<file path="src/rtl/score_pkg.sv">
// score_pkg
// Shared definitions for the game-tick score counter:
//   - state_e  : game-state FSM encoding (IDLE, RUN, OVER)
//   - BCD_MAX  : saturation value of the 4-digit BCD score
//   - DIGITS   : number of BCD digits in a score word
package score_pkg;

  typedef enum logic [1:0] {
    ST_IDLE = 2'd0,
    ST_RUN  = 2'd1,
    ST_OVER = 2'd2
  } state_e;

  localparam logic [15:0] BCD_MAX = 16'h9999;
  localparam int          DIGITS  = 4;

endpackage : score_pkg

</file>
<file path="src/rtl/bcd_inc4.sv">
// bcd_inc4
// Purely combinational 4-digit packed-BCD incrementer with saturation.
// Ports:
//   value_i [15:0] : current BCD value ([15:12] thousands .. [3:0] units)
//   value_o [15:0] : value_i + 1 in BCD, or value_i unchanged when it is 9999
module bcd_inc4
  import score_pkg::*;
(
  input  logic [15:0] value_i,
  output logic [15:0] value_o
);

  logic [15:0] sum_s;
  logic        carry_s;
  logic [3:0]  digit_s;

  // Ripple a +1 carry through the digits, wrapping each 9 to 0.
  always_comb begin
    sum_s   = value_i;
    carry_s = 1'b1;
    digit_s = 4'd0;
    for (int i = 0; i < DIGITS; i++) begin
      digit_s = value_i[4*i +: 4];
      if (carry_s) begin
        if (digit_s == 4'd9) begin
          sum_s[4*i +: 4] = 4'd0;
          carry_s         = 1'b1;
        end else begin
          sum_s[4*i +: 4] = digit_s + 4'd1;
          carry_s         = 1'b0;
        end
      end else begin
        sum_s[4*i +: 4] = digit_s;
      end
    end
  end

  // 9999 would otherwise wrap to 0000; hold it instead.
  assign value_o = (value_i == BCD_MAX) ? value_i : sum_s;

endmodule : bcd_inc4

</file>
<file path="src/rtl/score_tick_counter.sv">
// score_tick_counter
// Consumes the 25 Hz game-tick pulse, prescales it into score points and
// keeps a 4-digit BCD run score plus a session high score.
// Parameters:
//   TICKS_PER_POINT : tick rising edges per score point, legal range 1..255
// Ports:
//   clk_in    : system clock (same clock as the tick divider)
//   rst_n     : asynchronous active-low reset
//   tick      : divider output; only its rising edge counts
//   start     : start / restart request, level-sampled
//   hit       : collision, level-sampled
//   score     : current run score, BCD
//   hi_score  : best score since reset, BCD
//   running   : high while in RUN
//   game_over : high while in OVER
//   new_high  : one-cycle pulse when hi_score is replaced
module score_tick_counter
  import score_pkg::*;
#(
  parameter int TICKS_PER_POINT = 5
) (
  input  logic        clk_in,
  input  logic        rst_n,
  input  logic        tick,
  input  logic        start,
  input  logic        hit,
  output logic [15:0] score,
  output logic [15:0] hi_score,
  output logic        running,
  output logic        game_over,
  output logic        new_high
);

  localparam logic [7:0] PS_LAST = 8'(TICKS_PER_POINT - 1);

  state_e      state_q, state_d;
  logic [7:0]  prescale_q, prescale_d;
  logic        tick_dly_q;
  logic [15:0] score_q, score_d;
  logic [15:0] hi_q, hi_d;
  logic        new_high_q, new_high_d;
  logic        running_q, game_over_q;
  logic        tick_rise;
  logic [15:0] score_inc;

  assign tick_rise = tick & ~tick_dly_q;

  bcd_inc4 u_inc (
    .value_i (score_q),
    .value_o (score_inc)
  );

  // Next-state logic for the game FSM, prescaler, score and high score.
  always_comb begin
    state_d    = state_q;
    prescale_d = prescale_q;
    score_d    = score_q;
    hi_d       = hi_q;
    new_high_d = 1'b0;
    case (state_q)
      ST_IDLE, ST_OVER: begin
        // start wins over hit; a tick in the start cycle is discarded.
        if (start) begin
          state_d    = ST_RUN;
          score_d    = 16'h0000;
          prescale_d = 8'd0;
        end else begin
          state_d    = state_q;
        end
      end
      ST_RUN: begin
        // hit has priority over a scoring tick, so the compare sees the
        // pre-tick score.
        if (hit) begin
          state_d = ST_OVER;
          if (score_q > hi_q) begin
            hi_d       = score_q;
            new_high_d = 1'b1;
          end else begin
            hi_d       = hi_q;
          end
        end else if (tick_rise) begin
          if (prescale_q == PS_LAST) begin
            prescale_d = 8'd0;
            score_d    = score_inc;
          end else begin
            prescale_d = prescale_q + 8'd1;
          end
        end else begin
          state_d = ST_RUN;
        end
      end
      default: begin
        // Unused encoding: fall back to a safe idle.
        state_d = ST_IDLE;
      end
    endcase
  end

  // State and datapath registers; status flags registered from next state.
  always_ff @(posedge clk_in or negedge rst_n) begin
    if (!rst_n) begin
      state_q     <= ST_IDLE;
      prescale_q  <= 8'd0;
      tick_dly_q  <= 1'b0;
      score_q     <= 16'h0000;
      hi_q        <= 16'h0000;
      new_high_q  <= 1'b0;
      running_q   <= 1'b0;
      game_over_q <= 1'b0;
    end else begin
      state_q     <= state_d;
      prescale_q  <= prescale_d;
      tick_dly_q  <= tick;
      score_q     <= score_d;
      hi_q        <= hi_d;
      new_high_q  <= new_high_d;
      running_q   <= (state_d == ST_RUN);
      game_over_q <= (state_d == ST_OVER);
    end
  end

  assign score     = score_q;
  assign hi_score  = hi_q;
  assign running   = running_q;
  assign game_over = game_over_q;
  assign new_high  = new_high_q;

endmodule : score_tick_counter

</file>
<file path="config.mk">
export PLATFORM = sky130hd
export DESIGN_NAME = score_tick_counter
export DESIGN_NICKNAME = d
export VERILOG_FILES = /design/src/rtl/score_pkg.sv /design/src/rtl/bcd_inc4.sv /design/src/rtl/score_tick_counter.sv
export SDC_FILE = /design/constraint.sdc
export NUM_CORES = 1
export LEC_CHECK = 0
export BUFFER_PORTS_ARGS = -buffer_cell sky130_fd_sc_hd__buf_2
export CAP_MARGIN = 10
export CORE_ASPECT_RATIO = 1.2
export CORE_MARGIN = 2
export CORE_UTILIZATION = 50
export DETAILED_ROUTE_END_ITERATION = 8
export PLACE_DENSITY = 0.7
export REMOVE_ABC_BUFFERS = 1
export SLEW_MARGIN = 30
export SYNTH_ARGS = -nofsm -noshare
export SYNTH_HDL_FRONTEND = slang
export SYNTH_SLANG_ARGS = --single-unit
</file>
<file path="constraint.sdc">
create_clock -name clk_in -period 4.2 [get_ports clk_in]
set_clock_uncertainty 0.1 [all_clocks]
set_input_delay 0.42 -clock clk_in [delete_from_list [all_inputs] [get_ports clk_in]]
set_output_delay 0.42 -clock clk_in [all_outputs]
set_load 0.01 [all_outputs]
</file>
# Word-level counts from Yosys, hierarchy flattened

Index checks and enable logic that the tools add are counted.

Flip-flop bits (word level): 46
Input port bits: 5
Output and inout port bits: 35

Add/sub/neg operators: 5
$lt $le $gt $ge: 1
Equal/unequal tests: 18
Multiplexer cells: 30
Bitwise gates (word level): 2
Reductions and logical operators: 9

Operators by type and width:

| cell                                                                    | number |
|---|---|
| 16-bit 2-to-1 mux                                                       | 5 |
| 8-bit 2-to-1 mux                                                        | 4 |
| 16-bit one-hot mux with 2 select lines                                  | 1 |
| 4-bit 2-to-1 mux                                                        | 7 |
| 7-bit AND reduction                                                     | 3 |
| 4-bit by 1-bit adder with 4-bit output, second input constant           | 4 |
| 16-bit == test, second input constant                                   | 1 |
| 4-bit == test, second input constant                                    | 4 |
| 16-bit > comparator                                                     | 1 |
| 8-bit one-hot mux with 2 select lines                                   | 1 |
| 2-bit inequality test, second input constant                            | 5 |
| 8-bit by 1-bit adder with 8-bit output, second input constant           | 1 |
| 8-bit by 3-bit == test with 1-bit output, second input constant         | 1 |
| 1-bit 2-to-1 mux                                                        | 8 |
| 2-bit 2-to-1 mux                                                        | 3 |
| 2-bit by 1-bit inequality test with 1-bit output, second input constant | 3 |
| 6-bit AND reduction                                                     | 1 |
| 2-bit by 1-bit == test with 1-bit output, second input constant         | 2 |
| 2-bit == test, second input constant                                    | 2 |
| 2-bit one-hot mux with 2 select lines                                   | 1 |
| 4-bit AND reduction                                                     | 1 |
| 3-bit AND reduction                                                     | 1 |
| 2-bit zero test                                                         | 1 |
| 2-bit nonzero test                                                      | 1 |
| other kinds (3)                                                         | 3 |

# Depth between registers and ports, before layout

Word-level depth: 10
Mapped depth: 9

# By module

A second synthesis with hierarchy kept.

Cells, all modules: 324
Area, all modules: 2972.9 um^2

By module, submodules not included:

| module             | instances | cells an instance | area each (um^2) |
|---|---|---|---|
| score_tick_counter | 1         | 265               | 2603.7 |
| bcd_inc4           | 1         | 59                | 369.1 |

# Worst setup path after synthesis

No wires, ideal clock.

Path type: reg2reg
From: register score_q[15], in the netlist score[15]
To: register hi_q[10], in the netlist hi_score[10]
Library setup time: 0.131 ns
Data arrival time: 2.225 ns
Data required time: 3.969 ns
Path slack: 1.744 ns
Cell stages (with the launch flop): 9
Path buffers: 2
Period minus slack after synthesis: 2.456 ns
Cell sequence: dfrtp_1 > ha_1 > nand4_1 > nor2_1 > nor3_1 > and4b_1 > clkbuf_1 > buf_2 > o211ai_1

Cells in the longest elaborated chain, start to end: 2

Ends and longest elaborated chain:

| element                       | line                      | RTL |
|---|---|---|
| start, declared               | score_tick_counter.sv:39  | `logic [15:0] score_q, score_d;` |
| start signal, assigned        | score_tick_counter.sv:115 | `score_q <= score_d;` |
| 16-bit > comparator           | score_tick_counter.sv:76  | `if (score_q > hi_q) begin` |
| 3-bit AND reduction (no line) | n/a                       |  |
| end signal, assigned          | score_tick_counter.sv:116 | `hi_q <= hi_d;` |
| end, declared                 | score_tick_counter.sv:40  | `logic [15:0] hi_q, hi_d;` |

Every way passes these cells.
A chain may end at the register's enable or synchronous reset.

# Final worst setup path

From: register score_q[12], in the netlist score[12]
To: register hi_q[1], in the netlist hi_score[1]

Same word-level chain as after synthesis.

==> results.py <==
metrics = {
    "clock_tree": {
        "cts_tree": "built",
        "cts_root_buffer": "clkbuf_8",
        "clockBufferDepth": 2,
        "postCtsSetupBuffers": 0,
        "cts-resized-gates": 0,
        "insertion_delay_ps": 300,
        "hold_buffers": 0,
        "htree_levels": 2,
        "cts_sinks": 46,
        "path_clk_slew_ps": 90,
        "numCtsBuffers": 5,
    },
    "logic_synthesis": {
        "async_flop_share": 1.000,
        "synth_xor_area_frac": 0.009178,
        "synth_area_mm2": 0.002863,
        "synth-simple-area-share": 0.2627,
        "synth-adder-area-share": 0.1136,
        "synth_edf_count": 0,
        "synth_seq_cells": 46,
        "muxShareOfSynthArea": 0.003497,
        "syn_area_per_cell_um2": 8.623,
        "yosysWarnings": 0,
        "ys_seq_area_frac": 0.4021,
        "synth_top_flop_cell": "dfrtp_1",
        "synth_compound_area_frac": 0.1556,
        "synth_top_family_by_area": "simple AND/OR/NAND/NOR gates",
        "syn_inst": 332,
        "yosys.cell_types.count": 45,
    },
    "timing": {
        "finalCritPeriodShare": 0.6992,
        "setup_violations": 0,
        "rsz0062_at_grt": "no",
        "min_period_ps": 2937,
        "fmaxAchievable_mhz": 340.5,
        "relSlewSlack": 0.4240,
        "tightest_slew_ps": 864.1,
        "finalWorstSetupSlack_ps": 1263,
        "final_hold_viol_count": 0,
        "finalSetupTns_ps": 0,
        "drv_slew": 0,
    },
    "layout": {
        "n_antenna_cell": 0,
        "syn_to_final_growth_pct": 11.89,
        "fin_nets": 400,
        "drive_gt1_frac": 0.1486,
        "layout_common_cells": "nand2_1 (48), dfrtp_1 (46), buf_2 (38), nor2_1 (31)",
        "layout_commonest_cell": "nand2_1",
    },
    "flow_run": {
        "cap_violations": 0,
    },
    "power_and_ir_drop": {
        "clockPowerShare": 0.218,
        "switching_share": 0.3917,
        "p_sw_mw": 0.5060,
        "p_leak_nw": 1.633,
        "power_frac_comb": 0.310,
        "p_seq_frac": 0.472,
        "peakVddDrop_mv": 0.2738,
        "power.density_mw_per_mm2": 403.3,
        "p_int_mw": 0.7857,
    },
    "worst_setup_path": {
        "critPathLaunchType": "register",
        "worst-setup-path-type": "register to register",
        "arrival_ps": 3010,
        "critPathRequiredTime_ps": 4270,
        "cp_max_fo": 17,
        "endpoint_kind": "register",
    },
    "detailed_routing": {
        "vias_per_cell": 5.786,
        "ant_nets": 0,
        "top_layer": "met4",
        "via_count": 2511,
        "wl_met1_mm": 3.061,
        "initialDrtViolationCount": 129,
        "met3WireLength_um": 255,
        "drc": 0,
        "wl_per_cell_um": 15.05,
        "dr_wl_met2_mm": 3.142,
        "wirelength_mm": 6.530,
        "drtPass1Iterations": 4,
    },
    "placement": {
        "dp_slack_ps": 1278,
        "portBuffers": 39,
        "dpl.hpwl_mm": 4.767,
        "routabilityCongestion": 0.8637,
    },
    "grt": {
        "grt-ovfl-total": 0,
        "grt_max_degree": 47,
        "grt_pass1_wl_mm": 11.30,
        "grtUsageTotal": 0.2239,
        "antenna_found_initial": 0,
        "grt_pass1_vias": 2373,
    },
    "worst_hold_path": {
        "worstHoldPathType": "input pin to async pin",
    },
    "floorplanning": {
        "dieArea_mm2": 0.006349,
        "core_mm2": 0.005593,
        "die_y_um": 86.89,
        "rows": 30,
        "ios": 40,
        "die_w_um": 73.08,
        "start_util": 0.5119,
    },
    "status": {
        "status": "completed",
    },
}
## layout make-up
| type | count | area (um^2) |
|---|---|---|
| clock buffers | 7 | 86.33 |
| inverters | 26 | 97.59 |
| fillers | 504 | 2390 |
| multi-input cells | 248 | 1563 |
| repair buffers | 42 | 220.2 |
| clock inverters | 1 | 5.005 |
| well taps | 64 | 80.08 |
| flip-flops and latches | 46 | 1151 |
## cells by family (layout without fill, tap and decap cells)
kind of cell / after synthesis / after routing
simple gates: 149 / 149
compound gates: 69 / 69
flops: 46 / 46
buf+inv: 38 / 76
fa+ha+maj: 26 / 26
xor+xnor: 3 / 3
mux: 1 / 1
## flip-flops by register name, summed over array words and instances, names as in the netlist
name and cells:
game_over 1, hi_score 16, new_high 1, prescale_q 8
running 1, score 16, state_q 2, tick_dly_q 1
## through the flow
step                      instances  area (um^2)  utilization  total power, mW  hold slack (ps)
after floorplan                 320         2808            -           0.8592            24.41
after global placement          426         3105       0.5553            1.003            412.9
after detailed placement        426         3112       0.5564            1.018            364.6
after CTS                       434         3203       0.5727            1.300            34.12
after global routing            434         3203       0.5727            1.393            63.20
final                           434         3203       0.5727            1.292            8.069
## cell usage after synthesis (2+ instances only)
| cell | number | area share |
|---|---|---|
| nand4_1 | 24 | 0.052 |
| o21a_1 | 2 | 0.0052 |
| o21ai_0 | 22 | 0.038 |
| o31ai_1 | 3 | 0.0079 |
| nand3_1 | 12 | 0.021 |
| nor2_1 | 31 | 0.041 |
| xnor2_1 | 2 | 0.0061 |
| clkbuf_1 | 9 | 0.012 |
| nor4_1 | 3 | 0.0066 |
| o21ai_1 | 2 | 0.0035 |
| nand2b_1 | 5 | 0.011 |
| inv_1 | 26 | 0.034 |
| ha_1 | 26 | 0.11 |
| dfrtp_1 | 46 | 0.40 |
| nor3_1 | 8 | 0.014 |
| buf_2 | 2 | 0.0035 |
| or3_1 | 2 | 0.0044 |
| a21oi_1 | 12 | 0.021 |
| o221ai_1 | 2 | 0.0061 |
| o311ai_0 | 6 | 0.018 |
| a21o_1 | 4 | 0.010 |
| nand3b_1 | 3 | 0.0079 |
| o211ai_1 | 10 | 0.026 |
| nor2b_1 | 2 | 0.0044 |
| nand2_1 | 48 | 0.063 |
## worst max-delay path: stages, from the launching register on
cell	delay, ps
dfrtp_1	480
ha_1	330
nand4_1	200
nor4_2	450
o21ai_2	300
and4b_1	520
o311ai_0	430
## power groups by stage
stage          sequential (mW)  clock (mW)  combinational (mW)
2_1_floorplan            0.611           0               0.248
3_3_place_gp             0.612           0               0.391
3_5_place_dp             0.616           0               0.402
4_1_cts                  0.607       0.288               0.404
5_1_grt                  0.624       0.306               0.462
6_report                 0.609       0.281               0.401
## path summary, 6_finish.rpt
| check | startpoint | end | slack [ps] | cells past startpoint |
|---|---|---|---|---|
| worst min register to register | hi_score[14]$_DFFE_PN0P_ | hi_score[14]$_DFFE_PN0P_ | 440 | 2 |
| max in group asynchronous | rst_n | prescale_q[0]$_DFFE_PN0P_ | 3600 | 1 |
| worst min-delay path | rst_n | hi_score[6]$_DFFE_PN0P_ | 8 | 1 |
| worst max-delay path | score[12]$_DFFE_PN0P_ | hi_score[1]$_DFFE_PN0P_ | 1260 | 6 |
| min in group clk_in | tick | tick_dly_q$_DFF_PN0_ | 140 | 1 |
| worst max register to register | score[12]$_DFFE_PN0P_ | hi_score[1]$_DFFE_PN0P_ | 1260 | 6 |
## routing by layer
metal,vias up,global-route usage
li1,1270,-
met1,1177,0.3082
met2,56,0.3587
met3,8,0.02778
met4,0,0.08418
met5,-,0
(Power assumes the default switching activity.)
